<file path="config.mk">
export PLATFORM = sky130hd
export DESIGN_NAME = sync_pulse_gen
export DESIGN_NICKNAME = d
export VERILOG_FILES = /design/src/rtl/sync_pulse_gen_pkg.sv /design/src/rtl/sync_edge_det.sv /design/src/rtl/sync_pulse_gen.sv
export SDC_FILE = /design/constraint.sdc
export NUM_CORES = 1
export LEC_CHECK = 0
export ABC_CLOCK_PERIOD_IN_PS = 2800
export BUFFER_PORTS_ARGS = -buffer_cell sky130_fd_sc_hd__buf_2
export CAP_MARGIN = 20
export CORE_UTILIZATION = 45
export DETAILED_ROUTE_END_ITERATION = 10
export PLACE_DENSITY_LB_ADDON = 0.3
export SLEW_MARGIN = 10
export SYNTH_ARGS = -nofsm -noshare
export SYNTH_HDL_FRONTEND = slang
export SYNTH_SLANG_ARGS = --single-unit
</file>
<file path="constraint.sdc">
create_clock -name i_clk -period 2.8 [get_ports i_clk]
set_input_delay 0.42 -clock i_clk [delete_from_list [all_inputs] [get_ports i_clk]]
set_output_delay 0.42 -clock i_clk [all_outputs]
set_load 0.05 [all_outputs]
</file>
<file path="src/rtl/sync_pulse_gen_pkg.sv">
// Shared types for the sync pulse generator: FSM encoding, readback select
// codes and the host readback request.
package sync_pulse_gen_pkg;

  typedef enum logic [1:0] {
    ST_IDLE = 2'd0,
    ST_HIGH = 2'd1,
    ST_LOW  = 2'd2
  } state_e;

  typedef enum logic [1:0] {
    SEL_PULSE_LO = 2'd0,
    SEL_PULSE_HI = 2'd1,
    SEL_EXT_LO   = 2'd2,
    SEL_EXT_HI   = 2'd3
  } cnt_sel_e;

  typedef struct packed {
    logic     rd;
    cnt_sel_e sel;
  } rd_req_t;

  localparam int HOST_W = 16;

endpackage

</file>
<file path="src/rtl/sync_edge_det.sv">
// 2-FF synchroniser plus rising-edge detect, W independent lanes.
// A pin edge shows up on o_rise two clk edges later, for one cycle.
module sync_edge_det #(
  parameter int W = 1
) (
  input  logic         i_clk,
  input  logic         i_rst,
  input  logic [W-1:0] i_async,
  output logic [W-1:0] o_sync,
  output logic [W-1:0] o_rise
);

  logic [W-1:0] r_meta;
  logic [W-1:0] r_sync;
  logic [W-1:0] r_prev;

  always_ff @(posedge i_clk) begin
    if (i_rst) begin
      r_meta <= '0;
      r_sync <= '0;
      r_prev <= '0;
    end else begin
      r_meta <= i_async;
      r_sync <= r_meta;
      r_prev <= r_sync;
    end
  end

  assign o_sync = r_sync;
  assign o_rise = r_sync & ~r_prev;

endmodule

</file>
<file path="src/rtl/sync_pulse_gen.sv">
// Periodic TTL sync pulse generator with emitted-pulse and external-edge
// counters, read back by the host as coherent 16-bit word pairs.
module sync_pulse_gen
  import sync_pulse_gen_pkg::*;
#(
  parameter int PERIOD_CYC = 100000,
  parameter int HIGH_CYC   = 1000,
  parameter int CNT_W      = 32
) (
  input  logic              i_clk,
  input  logic              i_rst,
  input  logic              i_sync_en,
  input  logic              i_sync_ext,
  input  logic [1:0]        i_cnt_sel,
  input  logic              i_cnt_rd,
  output logic              o_sync_out,
  output logic              o_sync_strobe,
  output logic              o_sync_busy,
  output logic [HOST_W-1:0] o_cnt_dout
);

  localparam int PH_W = $clog2(PERIOD_CYC);
  localparam logic [PH_W-1:0] HIGH_LAST   = PH_W'(HIGH_CYC - 1);
  localparam logic [PH_W-1:0] PERIOD_LAST = PH_W'(PERIOD_CYC - 1);

  if (PERIOD_CYC < 2) begin : g_bad_period
    $error("sync_pulse_gen: PERIOD_CYC must be >= 2");
  end
  if (HIGH_CYC < 1 || HIGH_CYC >= PERIOD_CYC) begin : g_bad_high
    $error("sync_pulse_gen: HIGH_CYC must satisfy 1 <= HIGH_CYC < PERIOD_CYC");
  end
  if (CNT_W < HOST_W || (CNT_W % HOST_W) != 0) begin : g_bad_cnt
    $error("sync_pulse_gen: CNT_W must be a non-zero multiple of 16");
  end

  state_e          r_state;
  state_e          w_state_nxt;
  logic [PH_W-1:0] r_phase;
  logic [PH_W-1:0] w_phase_nxt;
  logic            w_strobe;
  logic            w_ext_rise;
  logic            w_ext_sync;

  logic [CNT_W-1:0]  r_pulse_cnt;
  logic [CNT_W-1:0]  r_ext_cnt;
  logic [HOST_W-1:0] r_pulse_snap;
  logic [HOST_W-1:0] r_ext_snap;
  logic [HOST_W-1:0] r_cnt_dout;
  logic [HOST_W-1:0] w_pulse_hi;
  logic [HOST_W-1:0] w_ext_hi;
  rd_req_t           w_req;

  always_ff @(posedge i_clk) begin
    if (i_rst) begin
      r_state <= ST_IDLE;
      r_phase <= '0;
    end else begin
      r_state <= w_state_nxt;
      r_phase <= w_phase_nxt;
    end
  end

  // Phase runs continuously across HIGH and LOW so the period is exact;
  // sync_en is only looked at in IDLE and at the end of LOW.
  always_comb begin
    w_state_nxt = r_state;
    w_phase_nxt = r_phase + PH_W'(1);
    case (r_state)
      ST_IDLE: begin
        w_phase_nxt = '0;
        if (i_sync_en) w_state_nxt = ST_HIGH;
      end
      ST_HIGH: begin
        if (r_phase == HIGH_LAST) w_state_nxt = ST_LOW;
      end
      ST_LOW: begin
        if (r_phase == PERIOD_LAST) begin
          w_phase_nxt = '0;
          w_state_nxt = i_sync_en ? ST_HIGH : ST_IDLE;
        end
      end
      default: begin
        w_state_nxt = ST_IDLE;
        w_phase_nxt = '0;
      end
    endcase
  end

  always_comb begin
    o_sync_out  = (r_state == ST_HIGH);
    w_strobe    = (r_state == ST_HIGH) && (r_phase == '0);
    o_sync_busy = (r_state != ST_IDLE);
  end

  assign o_sync_strobe = w_strobe;

  sync_edge_det #(
    .W(1)
  ) u_ext_det (
    .i_clk   (i_clk),
    .i_rst   (i_rst),
    .i_async (i_sync_ext),
    .o_sync  (w_ext_sync),
    .o_rise  (w_ext_rise)
  );

  always_ff @(posedge i_clk) begin
    if (i_rst) begin
      r_pulse_cnt <= '0;
      r_ext_cnt   <= '0;
    end else begin
      if (w_strobe)   r_pulse_cnt <= r_pulse_cnt + CNT_W'(1);
      if (w_ext_rise) r_ext_cnt   <= r_ext_cnt + CNT_W'(1);
    end
  end

  // Only the upper word needs snapshotting: the lower word goes straight
  // to cnt_dout on the same edge, so the pair stays coherent.
  assign w_pulse_hi = HOST_W'(r_pulse_cnt >> HOST_W);
  assign w_ext_hi   = HOST_W'(r_ext_cnt >> HOST_W);
  assign w_req      = '{rd: i_cnt_rd, sel: cnt_sel_e'(i_cnt_sel)};

  always_ff @(posedge i_clk) begin
    if (i_rst) begin
      r_pulse_snap <= '0;
      r_ext_snap   <= '0;
      r_cnt_dout   <= '0;
    end else if (w_req.rd) begin
      case (w_req.sel)
        SEL_PULSE_LO: begin
          r_pulse_snap <= w_pulse_hi;
          r_cnt_dout   <= r_pulse_cnt[HOST_W-1:0];
        end
        SEL_PULSE_HI: r_cnt_dout <= r_pulse_snap;
        SEL_EXT_LO: begin
          r_ext_snap <= w_ext_hi;
          r_cnt_dout <= r_ext_cnt[HOST_W-1:0];
        end
        SEL_EXT_HI:   r_cnt_dout <= r_ext_snap;
      endcase
    end
  end

  assign o_cnt_dout = r_cnt_dout;

endmodule

</file>
==> impl_metrics.csv <==
group,metric,value,unit
outcome,status,"complete, no violations",
cts,htreeDepth,4,
logic_synthesis,synth-main-ff-cell,"dfxtp_1",
logic_synthesis,synth_top_area_share,44.07,%
place,io_buffer_count,25,
floorplan,top_level_ports,26,
place,place.gp.congestion,0.8300,
final_layout,final_area,6968,µm²
grt,antenna_found_initial,0,
logic_synthesis,syn_area,6087,µm²
critical_path,critPathArrivalTime,2960,ps
critical_path,path_max_fanout,28,
logic_synthesis,ys_top_cells_by_area,"dfxtp_1 (44%), mux4_2 (5.9%), a21oi_1 (5.6%), nand2_1 (5.2%), nor2_1 (4.5%)",
final_layout,final.fill_count,1213,
critical_path,endpoint_kind,"flip-flop",
pwr,clockPowerShare,51.4,%
pwr,pwr-share-comb,8.6,%
floorplan,initial_utilization,45.97,%
drt,wl_per_cell,15.60,µm
sta,skew,7.218,ps
sta,setup_viol,0,
logic_synthesis,yosysUniqueCellTypes,42,
sta,tns,0,ps
logic_synthesis,synth-async-reset-ratio,0,%
logic_synthesis,synth-seq-cells,134,
drt,drtIter0Drc,463,
logic_synthesis,synth_area_leader_cell,"dfxtp_1",
drt,dr.pass1.iters,5,
pwr,switching_share,23.73,%
final_layout,syn2layout_area_growth,14.47,%
critical_path,crit_required,3150,ps
grt,grt_usage,21.01,%
hold_path,min_from,"i_sync_ext",
critical_path,worst-setup-path-type,"flip-flop to flip-flop",
critical_path,start_kind,"flip-flop",
floorplan,num_rows,42,
critical_path,path_common_cell,"or4_1",
flow_run,max-cap-violations,0,
logic_synthesis,syn_area_per_cell,8.925,µm²
place,dpl-instance-area,6282,µm²
critical_path,reg2reg_depth,6,
cts,cts_tree,"built",
critical_path,r2r_slack,190,ps
sta,tightest_slew,626.2,ps
hold_path,hold_path.class,"input port to flip-flop",
final_layout,final_nets,711,
sta,fin_crit_sh,93.33,%
pwr,pwr-share-seq,39.9,%
pwr,intPower,3753,µW
final_layout,drive_gt1_share,12.69,%
sta,fmax,382.7,MHz
floorplan,core_region_area,13240,µm²
drt,vias,5062,
drt,avgViaCountPerCell,5.720,
cts,cts.sinks,134,
critical_path,cpPeakStageDelay,550,ps
drt,drc_errors,0,
logic_synthesis,syn-num-nets,697,
critical_path,slowest_stage,"or4_4",
sta,fin_crit,2613,ps
floorplan,dieArea,14000,µm²
pwr,switchingPower,1168,µW
cts,ctsHoldBuffers,0,
floorplan,fp.dieH,118.3,µm
pwr,leakagePower,0.002372,µW
sta,drv_slew,0,
grt,grt_max_degree,52,
grt,grt_pass1_wl,23200,µm
grt,grt_overflow,0,
place,dpl.hpwl,9273,µm
final_layout,num_antenna_cells,0,
logic_synthesis,ys_seq_area_share,44.07,%
cts,cts_root_buf,"clkbuf_16",
logic_synthesis,syn_inst,682,
critical_path,crit_chain,"or4_4 > nand2b_4 > or4_1 > buf_4 > or4_1 > a21oi_1",
sta,finalHoldViolations,0,
pwr,ir_drop,0.4605,mV
drt,wl,13810,µm
hold_path,whs_path_depth,2,
logic_synthesis,synth_edf_count,0,
grt,first_global_vias,4782,
cts,clk_pin_slew,60,ps
sta,relSlewSlack,57.94,%
critical_path,r2r-end,"r_pulse_cnt[29]$_SDFFE_PP0P_",
drt,ant_nets,0,
pwr,power_density,706.1,nW/µm²
logic_synthesis,yosysWarnings,0,
floorplan,die_x,118.3,µm
cts,numCtsBuffers,17,
hold_path,hold_path_end,"u_ext_det.r_meta$_SDFF_PP0_",
cts,cts_buffer_depth,2,
cts,clock_latency,430,ps
critical_path,reg2reg_from,"r_phase[12]$_SDFF_PP0_",
sta,rsz0062_at_grt,"no",
==> flip-flops by register name, summed over array words and instances, names as in the netlist <==
| name | count |
|---|---|
| r_ext_cnt | 32 |
| r_pulse_cnt | 32 |
| r_phase | 17 |
| o_cnt_dout | 16 |
| r_ext_snap | 16 |
| r_pulse_snap | 16 |
| r_state | 2 |
| u_ext_det.o_sync | 1 |
| u_ext_det.r_meta | 1 |
| u_ext_det.r_prev | 1 |
==> power by group through the flow <==
stage	Combinational (µW)	Sequential, µW	Clock (µW)
finish	423	1970	2530
global route	458	1970	2640
CTS	421	1960	2560
detailed placement	421	2010	0
global placement	405	2000	0
floorplan	334	2000	0
==> metrics by stage <==
step | power (µW) | setup WS (ps) | util [%] | hold slack, ps | cells
after floorplan | 2337 | 349.6 | - | 413.8 | 682
after global placement | 2409 | 211.0 | 47.44 | 436.4 | 853
after detailed placement | 2426 | 129.0 | 47.44 | 434.2 | 853
after CTS | 4948 | 42.07 | 52.50 | 208.8 | 885
after global routing | 5064 | 33.40 | 52.62 | 218.9 | 885
final | 4920 | 186.7 | 52.62 | 226.5 | 885
==> per-layer routing <==
layer	global-route usage [%]	share of wire, %
met4	9.215	2.0
met2	34.60	49
met1	26.25	45
met5	0	0
met3	4.778	4.4
==> synth_stat cells, types with 11 or more instances <==
cell and instances:
nand2_1 85, o31ai_1 21, xor2_1 28, mux4_2 16, nand4_1 26, or3_1 16, a21oi_1 68, xnor2_1 15
nand3_1 31, nor3_1 11, mux2i_1 17, or4_1 20, dfxtp_1 134, nor2_1 73, clkbuf_1 23, inv_1 17
o21ai_0 16
==> cells in the final DEF, fill, tap and decap left out, types with 15 or more instances in the layout <==
| cell | count |
|---|---|
| a21oi_1 | 68 |
| buf_2 | 24 |
| clkbuf_16 | 17 |
| dfxtp_1 | 134 |
| inv_1 | 17 |
| mux2i_1 | 17 |
| mux4_2 | 16 |
| nand2_1 | 85 |
| nand3_1 | 31 |
| nand4_1 | 26 |
| nor2_1 | 73 |
| o21ai_0 | 16 |
| o31ai_1 | 21 |
| or3_1 | 16 |
| or4_1 | 20 |
| xnor2_1 | 15 |
| xor2_1 | 28 |
==> worst max path at each step <==
| stage | cells after the start | startpoint | endpoint |
|---|---|---|---|
| after global placement | 8 | r_phase[0]$_SDFF_PP0_ | r_pulse_cnt[23]$_SDFFE_PP0P_ |
| final | 6 | r_phase[12]$_SDFF_PP0_ | r_pulse_cnt[29]$_SDFFE_PP0P_ |
| after CTS | 8 | r_phase[0]$_SDFF_PP0_ | r_pulse_cnt[29]$_SDFFE_PP0P_ |
| after floorplan | 9 | r_state[1]$_SDFFE_PP0P_ | r_pulse_cnt[29]$_SDFFE_PP0P_ |
| after detailed placement | 8 | r_phase[0]$_SDFF_PP0_ | r_pulse_cnt[29]$_SDFFE_PP0P_ |
| after global routing | 6 | r_phase[3]$_SDFF_PP0_ | r_pulse_cnt[29]$_SDFFE_PP0P_ |
==> area by class of cell <==
cell class | instances | area (µm²) | area share [%]
clock inverter | 13 | 227.7 | 3.268
inverter | 17 | 63.81 | 0.9158
tap | 176 | 220.2 | 3.160
multi-input combinational | 491 | 3128 | 44.89
clock buffer | 19 | 442.9 | 6.357
timing repair buffer | 35 | 202.7 | 2.909
sequential | 134 | 2683 | 38.50
==> worst max-delay path: cells and delay by family, from the launching register on <==
kind | cells | cell delay (ps)
AND/OR/NAND/NOR | 4 | 1750
AO/OA/AOI/OAI | 1 | 190
buffers and inverters | 1 | 230
flip-flops | 1 | 340
==> repair_timing <==
item                                    in CTS  in global routing
hold endpoints to repair                     0                  0
setup buffers                                0                  0
endpoints found under the setup margin       0                 13
gates resized for setup                      0                  2
==> kinds of logic (layout without fill, tap and decap cells) <==
family,count (synthesis),after routing,share of synthesized area (%)
fa+ha+maj,8,8,1.644
flops,134,134,44.07
mux,33,33,8.715
xor+xnor,43,43,6.187
compound gates,108,108,9.928
simple gates,299,299,24.67
buf+inv,57,84,4.789
Note: power is estimated with default switching activity, not from simulation.
